## src/rtl/store_rmw_ctrl.sv

```systemverilog
// Store sequencer: word stores write directly, sub-word stores
// read the word, merge the byte/half lanes, then write it back.
module store_rmw_ctrl #(
  parameter int ADDR_W      = 32,
  parameter int TIMEOUT_CYC = 255
) (
  input  logic              clk,
  input  logic              rst_n,
  input  logic              st_valid,
  output logic              st_ready,
  input  logic [ADDR_W-1:0] st_addr,
  input  logic [31:0]       st_data,
  input  logic [1:0]        st_type,
  output logic              st_done,
  output logic              st_err,
  output logic              mem_req,
  output logic              mem_we,
  output logic [ADDR_W-1:0] mem_addr,
  output logic [31:0]       mem_wdata,
  input  logic              mem_gnt,
  input  logic              mem_rvalid,
  input  logic [31:0]       mem_rdata
);

  typedef enum logic [2:0] {
    IDLE, RD_REQ, RD_WAIT, WR_REQ, DONE, ERR
  } state_t;

  state_t      state;
  state_t      state_nx;
  logic [1:0]  off_q;
  logic        byte_q;
  logic [15:0] data_q;
  logic [15:0] cnt_q;
  logic        misalign;
  logic        accept;
  logic        timeout;
  logic [31:0] merged;

  assign accept  = st_valid && (state == IDLE);
  assign timeout = (cnt_q == 16'(TIMEOUT_CYC - 1));

  // alignment rule per store width
  always_comb begin
    misalign = 1'b0;
    unique case (1'b1)
      st_type == 2'd1: misalign = st_addr[0];
      st_type == 2'd2: misalign = |st_addr[1:0];
      default:         misalign = 1'b0;
    endcase
  end

  // lane merge of latched store data into the returned word
  always_comb begin
    merged = mem_rdata;
    if (byte_q) begin
      unique case (off_q)
        2'd0: merged[7:0]   = data_q[7:0];
        2'd1: merged[15:8]  = data_q[7:0];
        2'd2: merged[23:16] = data_q[7:0];
        default: merged[31:24] = data_q[7:0];
      endcase
    end else if (off_q[1]) begin
      merged[31:16] = data_q;
    end else begin
      merged[15:0] = data_q;
    end
  end

  // next state and state-decoded outputs
  always_comb begin
    state_nx = state;
    st_ready = 1'b0;
    st_done  = 1'b0;
    st_err   = 1'b0;
    mem_req  = 1'b0;
    mem_we   = 1'b0;
    unique case (state)
      IDLE: begin
        st_ready = 1'b1;
        if (st_valid) begin
          if (misalign)              state_nx = ERR;
          else if (st_type == 2'd3) state_nx = DONE;
          else if (st_type == 2'd2) state_nx = WR_REQ;
          else                       state_nx = RD_REQ;
        end
      end
      RD_REQ: begin
        mem_req = 1'b1;
        if (mem_gnt) state_nx = RD_WAIT;
      end
      RD_WAIT: begin
        if (mem_rvalid)   state_nx = WR_REQ;
        else if (timeout) state_nx = ERR;
      end
      WR_REQ: begin
        mem_req = 1'b1;
        mem_we  = 1'b1;
        if (mem_gnt) state_nx = DONE;
      end
      DONE: begin
        st_done  = 1'b1;
        state_nx = IDLE;
      end
      ERR: begin
        st_err   = 1'b1;
        state_nx = IDLE;
      end
      default: state_nx = IDLE;
    endcase
  end

  // state register
  always_ff @(posedge clk or negedge rst_n) begin
    if (!rst_n) state <= IDLE;
    else        state <= state_nx;
  end

  // request capture, wait counter, memory address/data registers
  always_ff @(posedge clk or negedge rst_n) begin
    if (!rst_n) begin
      off_q     <= '0;
      byte_q    <= 1'b0;
      data_q    <= '0;
      cnt_q     <= '0;
      mem_addr  <= '0;
      mem_wdata <= '0;
    end else begin
      if (accept) begin
        off_q  <= st_addr[1:0];
        byte_q <= (st_type == 2'd0);
        data_q <= st_data[15:0];
        if (!misalign && st_type != 2'd3)
          mem_addr <= {st_addr[ADDR_W-1:2], 2'b00};
        if (!misalign && st_type == 2'd2)
          mem_wdata <= st_data;
      end
      if (state == RD_REQ && mem_gnt)
        cnt_q <= '0;
      if (state == RD_WAIT) begin
        cnt_q <= cnt_q + 16'd1;
        if (mem_rvalid) mem_wdata <= merged;
      end
    end
  end

endmodule

```

## config.mk

```make
export PLATFORM = sky130hd
export DESIGN_NAME = store_rmw_ctrl
export DESIGN_NICKNAME = d
export VERILOG_FILES = /design/src/rtl/store_rmw_ctrl.sv
export SDC_FILE = /design/constraint.sdc
export NUM_CORES = 1
export LEC_CHECK = 0
export CAP_MARGIN = 15
export CORE_MARGIN = 5
export CORE_UTILIZATION = 65
export DETAILED_ROUTE_END_ITERATION = 12
export DONT_BUFFER_PORTS = 1
export PLACE_DENSITY = 0.81
export SYNTH_ARGS = -nofsm -noshare
export SYNTH_HDL_FRONTEND = slang
export SYNTH_SLANG_ARGS = --single-unit
export TNS_END_PERCENT = 20
```

## constraint.sdc

```tcl
create_clock -name clk -period 4.1 [get_ports clk]
set_input_delay 0.615 -clock clk [delete_from_list [all_inputs] [get_ports clk]]
set_output_delay 0.615 -clock clk [all_outputs]
set_load 0.03 [all_outputs]
```

==> results.yml, run 1 <==
global_routing:
  grt_pass1_vias: 3400
  gr-total-overflow: 0
  grt_max_degree: 101
  grt.total_usage: 0.249
  antenna_found_initial: 0
  grt_pass1_wl_um: 17400
placed_design:
  gp_congestion: 0.818
  placed_cells: 501
  place_area_mm2: 0.00482
  dpl.hpwl_um: 8130
  numPortBuffers: 0
detailed_routing:
  drt_iter0_markers: 164
  drtAntennaViolNets: 0
  firstDrtPassIters: 4
  drc: 0
  vias: 3374
  routedWlPerCell_um: 21.8
  wl_um: 11300
  viasPerCell: 6.51
sta:
  fin_skew_ns: 0.0103
  rsz0062_at_grt: "false"
  final.min_clock_period_ns: 2.71
  slew_headroom: 0.234
  slew_viol_final: 0
  worstMarginPinSlew_ns: 1.15
  whs_ns: 0.160
  setup_tns_ns: 0
  fmax_mhz: 370
  hold_viol: 0
  fin_crit_sh: 0.660
  finalSetupViolCount: 0
worst_setup_path:
  worstPathRequired_ns: 3.48
  endpoint: "mem_we"
  rrSetupSlack_ns: 1.52
  cp-startpoint: "state[0]"
  crit_arrival_ns: 2.09
  reg2reg_depth: 4
  r2r-end: "mem_addr[28]"
  cp_max_fo: 14
  startpoint_type: "register"
  r2r_start: "state[1]"
  endpoint_kind: "output port"
  critPathKind: "reg2out"
finish:
  fill_cells: 544
  fin_nets: 523
  fin_util: 0.699
  multi_input_area_mm2: 0.00214
  diodes: 0
  stdcell_count: 518
  final_cell_mix: "dfrtp_1 (100), nand3_1 (49), mux2_2 (47)"
  final_cell_area_mm2: 0.00504
  layout-drive-gt1-share: 0.184
  area_delta_synth_final_pct: 5.08
  layout_commonest_cell: "dfrtp_1"
  regArea_mm2: 0.00250
yosys:
  synth.distinct_cells: 50
  ys_seq_area_frac: 0.521
  yosysWarnings: 0
  synth_ff_type: "dfrtp_1"
  syn_inst: 428
  ys_async_sr_fraction: 1.00
  synth_area_mm2: 0.00480
  synth_area_per_cell_um2: 11.2
  ys_seq_elements: 100
  synth-edff-count: 0
clock_network:
  worst_skew_pair.late_latency_ns: 0.37
  clk_pin_slew_ns: 0.11
  cts_resized: 0
  cts_tree: "yes"
  cts_setup_buffers: 0
  clock-sinks: 100
  cts_max_level: 3
  cts_root_buffer: "clkbuf_8"
  clk_path_buf_depth: 2
  numCtsBuffers: 9
status:
  status: "finished, final reports clean"
floorplanning:
  placementRows: 31
  fp.dieW_um: 95.9
  initial_core_util: 0.665
  core-area_mm2: 0.00721
  die_h_um: 95.9
  io_pins: 172
  die-area_mm2: 0.00920
pwr:
  peakVddDrop_v: 0.000494
  power_density_mw_per_mm2: 844
  power_leakage_nw: 2.14
job:
  drv_cap: 0
worst_hold_path:
  hp-class: "in2async"
==> layout make-up <==
class | count | share of cell area
Clock buffer | 9 | 0.0246
Sequential cell | 100 | 0.496
Tap cell | 99 | 0.0246
Timing Repair Buffer | 4 | 0.00992
Multi-Input combinational cell | 290 | 0.424
Inverter | 9 | 0.00670
Clock inverter | 7 | 0.0141
==> through the flow <==
stage	worst slack, ns	power (mW)
after detailed placement	1.16	3.64
after global placement	1.36	3.58
after global routing	1.28	4.52
final	1.39	4.26
after floorplan	1.83	3.34
after CTS	1.39	4.28
==> repair_timing <==
item,4_1_cts,5_1_grt
hold buffers,1,0
hold endpoints to repair,100,0
setup endpoints to repair,0,0
==> state kept, by name, indices dropped and copies added (netlist names) <==
register	cells
data_q	16
state	3
mem_wdata	32
mem_addr	30
byte_q	1
off_q	2
cnt_q	16
==> cell usage after synthesis (all sizes together) (6+ instances only) <==
library cell | number | area, um^2
mux2i | 20 | 200
o21ai | 15 | 75.1
o22ai | 8 | 50.1
nand2 | 41 | 154
clkbuf | 20 | 75.1
dfrtp | 100 | 2500
o31ai | 6 | 45.0
ha | 6 | 75.1
buf | 10 | 56.3
mux2 | 47 | 529
inv | 8 | 30.0
o211ai | 31 | 233
nand3 | 50 | 255
o2bb2ai | 8 | 70.1
==> critical path: stages, from the launching register on <==
cell,delay (ns)
dfrtp_1,0.66
nor2b_1,0.65
and2_1,0.42
==> how the worst min path moves through the flow <==
stage | from | end | slack (ns) | depth (start not counted)
6_report | rst_n | mem_wdata[13] | 0.16 | 1
5_1_grt | rst_n | mem_wdata[30] | 0.19 | 1
4_1_cts | rst_n | mem_wdata[26] | 0.18 | 1
3_5_place_dp | rst_n | mem_wdata[30] | 0.32 | 0
3_3_place_gp | rst_n | mem_wdata[30] | 0.32 | 0
2_1_floorplan | rst_n | byte_q | 0.32 | 0
==> logic make-up after synthesis <==
kind of cell | Yosys count | synth area share
AO/OA/AOI/OAI | 91 | 0.138
adder cells (fa/ha/maj) | 6 | 0.0156
AND/OR/NAND/NOR | 124 | 0.138
buffers and inverters | 39 | 0.0344
other | 1 | 0.000781
flip-flops | 100 | 0.521
multiplexers | 67 | 0.152
==> per-layer routing <==
metal	GRT usage	part of all wire	vias up
met4	0.0746	0.016	0
li1	-	-	1559
met3	0.100	0.12	17
met5	0	0	-
met1	0.305	0.37	1638
met2	0.406	0.50	160
==> report_power, final <==
group / switching, mW / internal, mW
Combinational: 0.610 / 0.598
Clock: 0.385 / 0.238
Sequential: 1.02 / 1.41
Note: power is estimated with default switching activity, not from simulation.
==> run 2: changes to the inputs <==
- ABC_AREA: unset -> 1
- CORE_UTILIZATION: 65 -> 64
- PLACE_DENSITY: 0.81 -> 0.8
- clock period: 4.1 -> 2.53 ns (I/O delays scaled with it)
==> results.yml, run 2 <==
detailed_routing:
  drc: 0
  wl_um: 16100
  routedWlPerCell_um: 16.8
  drtAntennaViolNets: 0
  viasPerCell: 5.83
  drt_iter0_markers: 373
  firstDrtPassIters: 5
  vias: 5583
worst_setup_path:
  crit_arrival_ns: 1.53
  worstPathRequired_ns: 2.15
  startpoint_type: "register"
  cp_max_fo: 5
  endpoint_kind: "output port"
  critPathKind: "reg2out"
sta:
  rsz0062_at_grt: "false"
  whs_ns: -0.317
  finalSetupViolCount: 0
  fin_crit_sh: 0.756
  hold_viol: 100
  fmax_mhz: 523
  setup_tns_ns: 0
  final.min_clock_period_ns: 1.91
  slew_viol_final: 0
  fin_skew_ns: 0.0143
  worstMarginPinSlew_ns: 0.642
  setup_ws_ns: 0.618
  slew_headroom: 0.571
global_routing:
  antenna_found_initial: 0
  grt.total_usage: 0.286
  grt_pass1_wl_um: 26200
  grt_max_degree: 101
  grt_pass1_vias: 5456
  gr-total-overflow: 0
status:
  status: "complete, but fails checks"
  violations: "hold timing"
clock_network:
  worst_skew_pair.late_latency_ns: 0.38
  cts_max_level: 3
  cts_root_buffer: "clkbuf_8"
  cts_tree: "yes"
  clock-sinks: 100
  clk_path_buf_depth: 2
  cts_setup_buffers: 0
  cts_resized: 0
  clk_pin_slew_ns: 0.12
  numCtsBuffers: 9
placed_design:
  dpl.hpwl_um: 11900
  numPortBuffers: 0
  placed_cells: 942
  gp_congestion: 0.893
  pre_cts_ws_ns: 0.596
floorplanning:
  placementRows: 35
  fp.dieW_um: 107
  io_pins: 172
  initial_core_util: 0.654
  die_h_um: 107
  core-area_mm2: 0.00920
  die-area_mm2: 0.0114
finish:
  largest-register: "mem_wdata"
  reg_top3: "mem_wdata: 32 flops, mem_addr: 30 flops"
  largest_register_ffs: 32
  area_delta_synth_final_pct: 2.70
  diodes: 0
  layout-drive-gt1-share: 0.0508
  final_cell_mix: "nand2_1 (226), inv_1 (139), o21ai_0 (118)"
  stdcell_count: 958
  fin_nets: 951
  layout_commonest_cell: "nand2_1"
yosys:
  synth.most_common_cell: "nand2_1"
  synth_area_mm2: 0.00602
  synth_ff_type: "dfrtp_1"
  synth.distinct_cells: 29
  yosysWarnings: 0
  netlist_top_cells_count: "nand2_1 (226), inv_1 (139), o21ai_0 (118), dfrtp_1 (100), nand3_1 (79)"
  syn_inst: 870
  ys_seq_area_frac: 0.416
  yosysTopAreaCell: "dfrtp_1"
  synth-edff-count: 0
  synth_top_area_frac: 0.416
  ys_async_sr_fraction: 1.00
  synth_area_per_cell_um2: 6.91
  ys_seq_elements: 100
  synth_area_leaders: "dfrtp_1 (42%), nand2_1 (14%), o21ai_0 (9.8%)"
worst_hold_path:
  hp-class: "in2async"
pwr:
  power_density_mw_per_mm2: 1300
  power_leakage_nw: 3.24
  peakVddDrop_v: 0.000817
  total_power_mw: 8.01
job:
  drv_cap: 0
run 2: cell types whose count changed after synthesis, sizes merged, moves of 6 or more:
cell and delta:
o2bb2ai -8, mux2 -47, buf +21, o31ai -6, nor3 +7, o21ai +122, a21oi +39, nor2 +44
inv +138, nand3 +32, mux2i -20, nand2 +187, o211ai -26
run 2: cell families after synthesis:
| kind of cell | synth area share |
|---|---|
| DFF | 0.416 |
| xor gates and xnor gates | 0.00146 |
| buffers and inverters | 0.135 |
| other | 0.000623 |
| adders and majority gates | 0.0125 |
| AOI/OAI and AO/OA | 0.170 |
| and+or+nand+nor | 0.265 |
run 2: final cells by class:
class	count	area, um^2
fill	873	3020
multi-input combinational	577	2700
sequential	100	2500
inverter	146	548
tap	111	139
clock buffer	9	124
clock inverter	7	103
timing repair buffer	8	60.1
run 2: per-layer routing:
metal / track usage / share of wire / wire length, um / up-vias
li1: - / - / - / 2698
met1: 0.360 / 0.41 / 6570 / 2591
met2: 0.468 / 0.47 / 7510 / 258
met3: 0.0969 / 0.11 / 1700 / 36
met4: 0.0886 / 0.022 / 350 / 0
met5: 0 / 0 / 0 / -
run 2: final timing paths:
path                              from      endpoint  slack [ns]  depth (start not counted)
min in group clk           st_addr[31]  mem_addr[31]        0.10                          2
setup / recovery              state[2]        mem_we        0.62                          3
hold / removal                   rst_n      cnt_q[9]       -0.32                          0
max in group asynchronous        rst_n     data_q[8]        2.65                          0
setup reg to reg              state[0]  mem_wdata[9]        0.68                          7
hold reg to reg              cnt_q[15]     cnt_q[15]        0.52                          2
run 2: worst max-delay path: stages, from the launching register on:
cell and delay, ns:
dfrtp_1 0.43, inv_1 0.10, nand2_1 0.13, nor2_1 0.49
run 2: per-stage QoR:
step,utilization,cell area [um^2]
2_1_floorplan,-,6020
3_3_place_gp,0.647,5950
3_5_place_dp,0.647,5950
4_1_cts,0.672,6180
5_1_grt,0.672,6180
6_report,0.672,6180
run 2: power by group:
part	switching (mW)	leakage (nW)	internal (mW)	total [mW]
Clock	0.669	0.114	0.495	1.16
Combinational	1.98	1.88	0.978	2.96
Sequential	1.59	1.25	2.30	3.89
==> run 3: changes to the inputs <==
- clock period: 2.53 -> 1.8 ns (I/O delays scaled with it)
==> results.yml, run 3 (synthesis gave the netlist of run 2 again) <==
status:
  status: "complete, but fails checks"
  violations: "hold timing"
sta:
  fin_skew_ns: 0.0148
  slew_viol_final: 0
  final.min_clock_period_ns: 1.65
  whs_ns: -0.425
  worstMarginPinSlew_ns: 0.634
  fin_crit_sh: 0.915
  slew_headroom: 0.577
  setup_tns_ns: 0
  finalSetupViolCount: 0
  hold_viol: 100
  fmax_mhz: 607
  rsz0062_at_grt: "false"
  setup_ws_ns: 0.153
worst_setup_path:
  r2r_start: "cnt_q[0]"
  cp_max_fo: 5
  endpoint_kind: "output port"
  slowest_delay_ns: 0.45
  startpoint_type: "register"
  path_cells: "nor2_4 > nand2_4 > inv_1"
  reg2reg_depth: 8
  rrSetupSlack_ns: 0.25
  critPathKind: "reg2out"
  r2r-end: "cnt_q[10]"
  cpMaxStageDelayCell: "dfrtp_1"
  worstPathRequired_ns: 1.53
  crit_arrival_ns: 1.38
pwr:
  power_density_mw_per_mm2: 1780
  switching_share: 0.525
  power_frac_clock: 0.130
  power_leakage_nw: 3.33
  switchingPower_mw: 5.94
  total_power_mw: 11.3
  comb_power_share: 0.387
  peakVddDrop_v: 0.000952
  seqPwrFrac: 0.484
  intPower_mw: 5.36
clock_network:
  worst_skew_pair.late_latency_ns: 0.38
  cts_root_buffer: "clkbuf_8"
  cts.hold.buffers_added: 5
  numCtsBuffers: 9
  clk_pin_slew_ns: 0.12
  cts_resized: 0
  cts_max_level: 3
  cts_tree: "yes"
  clk_path_buf_depth: 2
  clock-sinks: 100
  cts_setup_buffers: 0
detailed_routing:
  viasPerCell: 5.64
  vias: 5503
  wl_um: 15700
  drt_iter0_markers: 498
  drtAntennaViolNets: 0
  firstDrtPassIters: 5
  routedWlPerCell_um: 16.1
  drc: 0
finish:
  final_cell_mix: "nand2_1 (226), inv_1 (139), o21ai_0 (118)"
  multi_input_area_mm2: 0.00270
  fin_nets: 969
  layout_commonest_cell: "nand2_1"
  area_delta_synth_final_pct: 5.64
  largest-register: "mem_wdata"
  layout-drive-gt1-share: 0.0647
  fin_util: 0.691
  diodes: 0
  fill_cells: 802
  largest_register_ffs: 32
  reg_top3: "mem_wdata: 32 flops, mem_addr: 30 flops"
  regArea_mm2: 0.00250
global_routing:
  grt_pass1_wl_um: 25700
  antenna_found_initial: 0
  gr-total-overflow: 0
  grt.total_usage: 0.281
  grt_max_degree: 101
  grt_pass1_vias: 5379
placed_design:
  dpl.hpwl_um: 11600
  numPortBuffers: 0
  gp_congestion: 0.906
  pre_cts_ws_ns: 0.189
worst_hold_path:
  hp-class: "in2async"
floorplanning:
  placementRows: 35
  fp.dieW_um: 107
  io_pins: 172
  die_h_um: 107
  die-area_mm2: 0.0114
  core-area_mm2: 0.00920
  initial_core_util: 0.654
job:
  drv_cap: 0
[run 3: stage by stage]
step	cell area [um^2]	cells
final	6350	976
after global routing	6350	976
after floorplan	6020	871
after CTS	6350	976
after global placement	6100	955
after detailed placement	6100	955
[run 3: worst max-delay path by stage]
stage / depth (start not counted) / startpoint / to / slack, ns
final: 3 / state[0] / st_ready / 0.15
after detailed placement: 9 / st_type[0] / mem_addr[15] / 0.19
after global placement: 8 / st_type[0] / mem_addr[3] / 0.26
after global routing: 5 / byte_q / mem_wdata[24] / 0.07
after floorplan: 9 / st_type[0] / mem_addr[13] / 0.37
after CTS: 3 / state[0] / st_ready / 0.14
[run 3: final cells by class]
cell class,count,share of cell area
flip-flops and latches,100,0.394
clock buffers,9,0.0195
clock inverters,7,0.0128
repair buffers,26,0.0406
multi-input cells,577,0.425
inverters,146,0.0862
well taps,111,0.0219
[run 3: layer usage]
layer  GRT usage  routed length, um  vias to the layer above
met5           0                  0                        -
met4       0.117                436                        0
met3      0.0728               1630                       31
met2       0.460               7340                      262
met1       0.355               6300                     2477
li1            -                  -                     2733
[run 3: critical path, delay by kind of cell, from the launching register on]
family	cells	cell delay [ns]
buffers and inverters	1	0.26
flip-flops	1	0.45
AND/OR/NAND/NOR	2	0.30
[run 3: power groups by stage]
stage	clock (mW)	combinational, mW	sequential (mW)
4_1_cts	1.49	4.35	5.47
3_3_place_gp	0	4.17	5.50
3_5_place_dp	0	4.35	5.49
5_1_grt	1.57	5.04	5.59
6_report	1.47	4.37	5.46
2_1_floorplan	0	3.52	5.18
